==> config.mk <==
export PLATFORM = sky130hd
export DESIGN_NAME = lsu_ctrl
export DESIGN_NICKNAME = d
export VERILOG_FILES = /design/src/rtl/lsu_ctrl.sv
export SDC_FILE = /design/constraint.sdc
export NUM_CORES = 1
export LEC_CHECK = 0
export ABC_AREA = 1
export CAP_MARGIN = 20
export CORE_MARGIN = 2
export CORE_UTILIZATION = 40
export CTS_BUF_LIST = sky130_fd_sc_hd__clkbuf_8
export CTS_CLUSTER_SIZE = 16
export DETAILED_ROUTE_END_ITERATION = 7
export GPL_TIMING_DRIVEN = 0
export PLACE_DENSITY = 0.67
export SYNTH_ARGS = -nofsm -noshare
export SYNTH_HDL_FRONTEND = slang
export SYNTH_SLANG_ARGS = --single-unit
==> constraint.sdc <==
create_clock -name i_Clk -period 3.9 [get_ports i_Clk]
set_input_delay 0.39 -clock i_Clk [delete_from_list [all_inputs] [get_ports i_Clk]]
set_output_delay 0.39 -clock i_Clk [all_outputs]
set_load 0.01 [all_outputs]
==> src/rtl/lsu_ctrl.sv <==
// Load/store unit between a single requester and a word-wide, registered-read data memory.
// Define LSU_MISALIGN_TRAP_EN to trap misaligned requests instead of masking the low address bits.
module lsu_ctrl #(
    parameter int ADDR_W = 10
) (
    input  logic        i_Clk,
    input  logic        i_Rst,
    input  logic        i_Req,
    input  logic        i_We,
    input  logic [1:0]  i_Size,
    input  logic        i_Unsigned,
    input  logic [31:0] i_Addr,
    input  logic [31:0] i_WData,
    output logic        o_Ready,
    output logic        o_RValid,
    output logic [31:0] o_RData,
    output logic        o_Done,
    output logic        o_Misaligned,
    output logic        o_MemReadEn,
    output logic        o_MemWriteEn,
    output logic [31:0] o_MemAddrRead,
    output logic [31:0] o_MemAddrWrite,
    output logic [31:0] o_MemDataWrite,
    input  logic [31:0] i_MemDataRead
);

    typedef enum logic [2:0] {IDLE, LD_RD, LD_WAIT, RMW_RD, RMW_WAIT, WR} state_t;

    state_t              state_q;
    logic [1:0]          size_q;
    logic [1:0]          lane_q;
    logic                unsigned_q;
    logic [15:0]         storeData_q;
    logic [ADDR_W-1:0]   index_q;
    logic                rValid_q, done_q, misaligned_q;
    logic [31:0]         rData_q;
    logic                memReadEn_q, memWriteEn_q;
    logic [31:0]         memAddrRead_q, memAddrWrite_q, memDataWrite_q;

    logic [1:0]          reqSize;
    logic [1:0]          reqLane;
    logic                reqMisaligned;
    logic [31:0]         reqIndex;
    logic [7:0]          loadByte;
    logic [15:0]         loadHalf;
    logic [31:0]         loadData_d;
    logic [31:0]         mergeData_d;
    logic                unusedAddrHi;

    assign unusedAddrHi = ^i_Addr[31:ADDR_W+2];
    assign reqIndex     = 32'(i_Addr[ADDR_W+1:2]);

    // Request decode: either flag misalignment or fold it away by masking the lane bits.
    always_comb begin
        reqSize       = i_Size;
        reqLane       = i_Addr[1:0];
        reqMisaligned = 1'b0;
`ifdef LSU_MISALIGN_TRAP_EN
        case (i_Size)
            2'b01:   reqMisaligned = i_Addr[0];
            2'b10:   reqMisaligned = |i_Addr[1:0];
            2'b11:   reqMisaligned = 1'b1;
            default: reqMisaligned = 1'b0;
        endcase
`else
        if (i_Size == 2'b11) begin
            reqSize = 2'b10;
        end
        if (reqSize == 2'b01) begin
            reqLane[0] = 1'b0;
        end else if (reqSize == 2'b10) begin
            reqLane = 2'b00;
        end
`endif
    end

    assign loadByte = i_MemDataRead[{lane_q, 3'b000} +: 8];
    assign loadHalf = i_MemDataRead[{lane_q[1], 4'b0000} +: 16];

    always_comb begin
        case (size_q)
            2'b00:   loadData_d = {{24{loadByte[7] & ~unsigned_q}}, loadByte};
            2'b01:   loadData_d = {{16{loadHalf[15] & ~unsigned_q}}, loadHalf};
            default: loadData_d = i_MemDataRead;
        endcase
        mergeData_d = i_MemDataRead;
        if (size_q == 2'b00) begin
            mergeData_d[{lane_q, 3'b000} +: 8] = storeData_q[7:0];
        end else begin
            mergeData_d[{lane_q[1], 4'b0000} +: 16] = storeData_q;
        end
    end

    // Pulses default low every cycle; only the states that complete an event raise them.
    always_ff @(posedge i_Clk or posedge i_Rst) begin
        if (i_Rst) begin
            state_q        <= IDLE;
            size_q         <= 2'b00;
            lane_q         <= 2'b00;
            unsigned_q     <= 1'b0;
            storeData_q    <= 16'h0000;
            index_q        <= '0;
            rValid_q       <= 1'b0;
            done_q         <= 1'b0;
            misaligned_q   <= 1'b0;
            rData_q        <= 32'h0;
            memReadEn_q    <= 1'b0;
            memWriteEn_q   <= 1'b0;
            memAddrRead_q  <= 32'h0;
            memAddrWrite_q <= 32'h0;
            memDataWrite_q <= 32'h0;
        end else begin
            rValid_q     <= 1'b0;
            done_q       <= 1'b0;
            misaligned_q <= 1'b0;
            case (state_q)
                IDLE: begin
                    if (i_Req) begin
                        if (reqMisaligned) begin
                            misaligned_q <= 1'b1;
                        end else begin
                            size_q      <= reqSize;
                            lane_q      <= reqLane;
                            unsigned_q  <= i_Unsigned;
                            storeData_q <= i_WData[15:0];
                            index_q     <= i_Addr[ADDR_W+1:2];
                            if (!i_We) begin
                                memReadEn_q   <= 1'b1;
                                memAddrRead_q <= reqIndex;
                                state_q       <= LD_RD;
                            end else if (reqSize == 2'b10) begin
                                memWriteEn_q   <= 1'b1;
                                memAddrWrite_q <= reqIndex;
                                memDataWrite_q <= i_WData;
                                state_q        <= WR;
                            end else begin
                                memReadEn_q   <= 1'b1;
                                memAddrRead_q <= reqIndex;
                                state_q       <= RMW_RD;
                            end
                        end
                    end
                end
                LD_RD: begin
                    memReadEn_q <= 1'b0;
                    state_q     <= LD_WAIT;
                end
                LD_WAIT: begin
                    rData_q  <= loadData_d;
                    rValid_q <= 1'b1;
                    state_q  <= IDLE;
                end
                RMW_RD: begin
                    memReadEn_q <= 1'b0;
                    state_q     <= RMW_WAIT;
                end
                RMW_WAIT: begin
                    memWriteEn_q   <= 1'b1;
                    memAddrWrite_q <= 32'(index_q);
                    memDataWrite_q <= mergeData_d;
                    state_q        <= WR;
                end
                WR: begin
                    memWriteEn_q <= 1'b0;
                    done_q       <= 1'b1;
                    state_q      <= IDLE;
                end
                default: state_q <= IDLE;
            endcase
        end
    end

    assign o_Ready        = (state_q == IDLE);
    assign o_RValid       = rValid_q;
    assign o_RData        = rData_q;
    assign o_Done         = done_q;
    assign o_Misaligned   = misaligned_q;
    assign o_MemReadEn    = memReadEn_q;
    assign o_MemWriteEn   = memWriteEn_q;
    assign o_MemAddrRead  = memAddrRead_q;
    assign o_MemAddrWrite = memAddrWrite_q;
    assign o_MemDataWrite = memDataWrite_q;

endmodule

==> flow_summary.toml <==
[global_routing]
globalRoute.totalOverflow = 0
grt_first_pass_wirelength_mm = 37.3
number_of_antenna_violations_at_the_first_check_in_global_routing = 0
globalRouteTotalUtil = 0.244
vias_in_the_first_global_route = 6893
grt_start_max_net_pins = 76

[sta]
finalCritPeriodShare = 0.625
hold_violations = 0
postLayoutSetupSlackWorst_ns = 1.46
drv_slew = 0
fin_skew_ns = 0.0131
finalSetupViolCount = 0
maxSlewHeadroom = 0.590
max_slew.worst_pin.slew_ns = 0.614
grt_setup_unrepaired = "false"
max_freq_mhz = 410
min_period_ns = 2.44

[clocking]
path_clk_slew_ns = 0.08
ctsResizeCount = 0
cts_htree_levels = 4
max_clock_buf_depth = 2
number_of_buffers_created_by_cts = 17
clock_latency_ns = 0.46
clock_tree_from_tritoncts = "built"
cts_num_sinks = 122
number_of_hold_buffers_added_after_cts = 0
cts_setup_buffers = 0
root_buffer = "sky130_fd_sc_hd__clkbuf_8"

[status]
status = "completed"

[floorplanning]
die-width_um = 140
floorplan.io_pins = 237
die_height_um = 140
fp.dieArea_um2 = 19500
core_area_um2 = 18000
row_count = 49
floorplan.initialDensity = 0.409

[drt]
drt-initial-drc-count = 633
detailroute.via_count = 7446
drt-vias-per-instance = 4.85
wirelength_mm = 23.9
postRouteAntennaNets = 0
drt_first_pass_iters = 5
drt-wirelength-per-cell_um = 15.6
number_of_design_rule_violations_left_after_detail_routing = 0

[final_layout]
design.final.nets = 1401
layout-area-overhead-vs-synth_pct = 35.2
most-common-layout-cells = "sky130_fd_sc_hd__nand2_1 (301), sky130_fd_sc_hd__clkdlybuf4s50_1 (171), sky130_fd_sc_hd__nor2_1 (152), sky130_fd_sc_hd__dfrtp_1 (122), sky130_fd_sc_hd__a21oi_1 (105)"
n_antenna_cell = 0
num-fill-cells = 1759
most_common_cell_after_layout_fill_and_taps_aside = "sky130_fd_sc_hd__nand2_1"
final_cell_utilization_of_the_core = 0.553
proportion_of_layout_cells_with_a_drive_suffix_above_1 = 0.116
finalNonFillerCells = 1535

[setup_path]
crit_slowest_cell = "sky130_fd_sc_hd__dfrtp_1"
kind_of_end_point_of_the_critical_path = "flip-flop"
cell_chain_critical_path = "clkinv_1, clkbuf_1, ha_1, buf_2, nand2_1, nor2_2, nand2_1, nand2_1, nand3_1, a21oi_1"
r2r-start = "lane_q[1]"
crit_fanout = 12
required_ns = 4.28
crit_start = "lane_q[1]"
worst_path_largest_cell_delay_ns = 0.41
crit_top_cell = "sky130_fd_sc_hd__nand2_1"
worstSetupStartpointType = "flip-flop"
cp.arrival_ns = 2.82
critical_path_class = "reg -> reg"

[logic_synthesis]
yosys_register_bits = 122
yosysUniqueCellTypes = 29
ys_seq_area_frac = 0.416
post_synth.cell_area_avg_um2 = 6.94
synthesis.area_um2 = 7350
ys.warnings.count = 0
synthCells = 1058

[placement]
port_buffers = 171
dp.final_hpwl_mm = 18.2
dpl_worst_slack_ns = 1.51
placed_cells = 1503
gp_routability_congestion = 0.946

[flow_run]
maximum_capacitance_violations = 0

[pwr]
vdd_ir_drop_max_mv = 0.383
pwr_density_cell_nw_per_um2 = 769
power.leakage_uw = 0.00482

[worst_hold_path]
hold_class = "in -> async"
synth_stat cells (all sizes together):
| library cell | n | area, µm² |
|---|---|---|
| dfrtp | 122 | 3050 |
| o21ai | 69 | 345 |
| clkbuf | 15 | 56.3 |
| a21oi | 116 | 629 |
| inv | 101 | 379 |
| o22a | 1 | 8.76 |
| conb | 1 | 3.75 |
| o22ai | 1 | 6.26 |
| buf | 85 | 581 |
| nand2 | 306 | 1170 |
| nor2 | 156 | 619 |
| nand3 | 63 | 320 |
| clkinv | 3 | 11.3 |
| a31oi | 10 | 62.6 |
| ha | 5 | 62.6 |
| nor3 | 4 | 36.3 |
per-layer routing:
layer,track usage,up-vias,part of all wire
met5,0,-,0
met4,0.0856,0,0.028
met3,0.0478,48,0.066
met2,0.381,306,0.45
met1,0.341,3380,0.45
li1,-,3712,-
state kept, by name (all words and copies together) (netlist names):
register,count
o_Done,1
o_MemAddrRead,10
lane_q,2
size_q,2
o_MemReadEn,1
o_RData,32
o_MemAddrWrite,10
o_RValid,1
index_q,10
unsigned_q,1
state_q,3
o_MemWriteEn,1
o_MemDataWrite,32
storeData_q,16
report_power, final:
group	total, µW	switching, µW	leakage (µW)	internal, µW
clock network	1140	613	0.000196	530
registers	2270	392	0.00143	1880
logic	4220	2430	0.00319	1790
total	7630	3440	0.00482	4190
worst max-delay path, delay by kind of cell, from the launching register on:
family,cells,cell delay (ns)
adders and majority gates,1,0.40
DFF,1,0.41
and+or+nand+nor,5,0.63
AOI/OAI and AO/OA,1,0.17
buffers and inverters,3,0.76
cell type report:
| type | instances | area [µm²] | area share |
|---|---|---|---|
| Clock inverter | 15 | 156 | 0.0157 |
| Clock buffer | 17 | 234 | 0.0236 |
| Buffer | 100 | 637 | 0.0641 |
| Multi-Input combinational cell | 776 | 3430 | 0.345 |
| Inverter | 104 | 395 | 0.0398 |
| Tap cell | 229 | 287 | 0.0288 |
| Sequential cell | 122 | 3050 | 0.307 |
| Timing Repair Buffer | 172 | 1740 | 0.175 |
metrics by stage:
stage / cell area (µm²) / setup TNS, ns / power, µW / hold slack, ns
after floorplan: 7510 / 0 / 4720 / 0.453
after global placement: 9510 / -194.77 / 6420 / 0.464
after detailed placement: 9540 / 0 / 6480 / 0.472
after CTS: 9930 / 0 / 7650 / 0.338
after global routing: 9930 / 0 / 8220 / 0.379
final: 9930 / 0 / 7630 / 0.327
kinds of logic (layout without fill, tap and decap cells):
logic type,Yosys count,count (layout),synth area share
buffers and inverters,204,408,0.140
DFF,122,122,0.416
adders and majority gates,5,5,0.00852
and+or+nand+nor,529,529,0.292
AOI/OAI and AO/OA,197,197,0.143
other,1,45,0.000510
final timing paths:
check | to | slack (ns) | cells after the start
min | o_RData[11] | 0.33 | 2
max in group asynchronous | storeData_q[5] | 2.83 | 3
max reg2reg | o_MemDataWrite[10] | 1.46 | 10
min in group i_Clk | o_RData[9] | 0.48 | 2
min reg2reg | o_RData[9] | 0.48 | 2
max | o_MemDataWrite[10] | 1.46 | 10
Power figures use the tool's default switching activity.
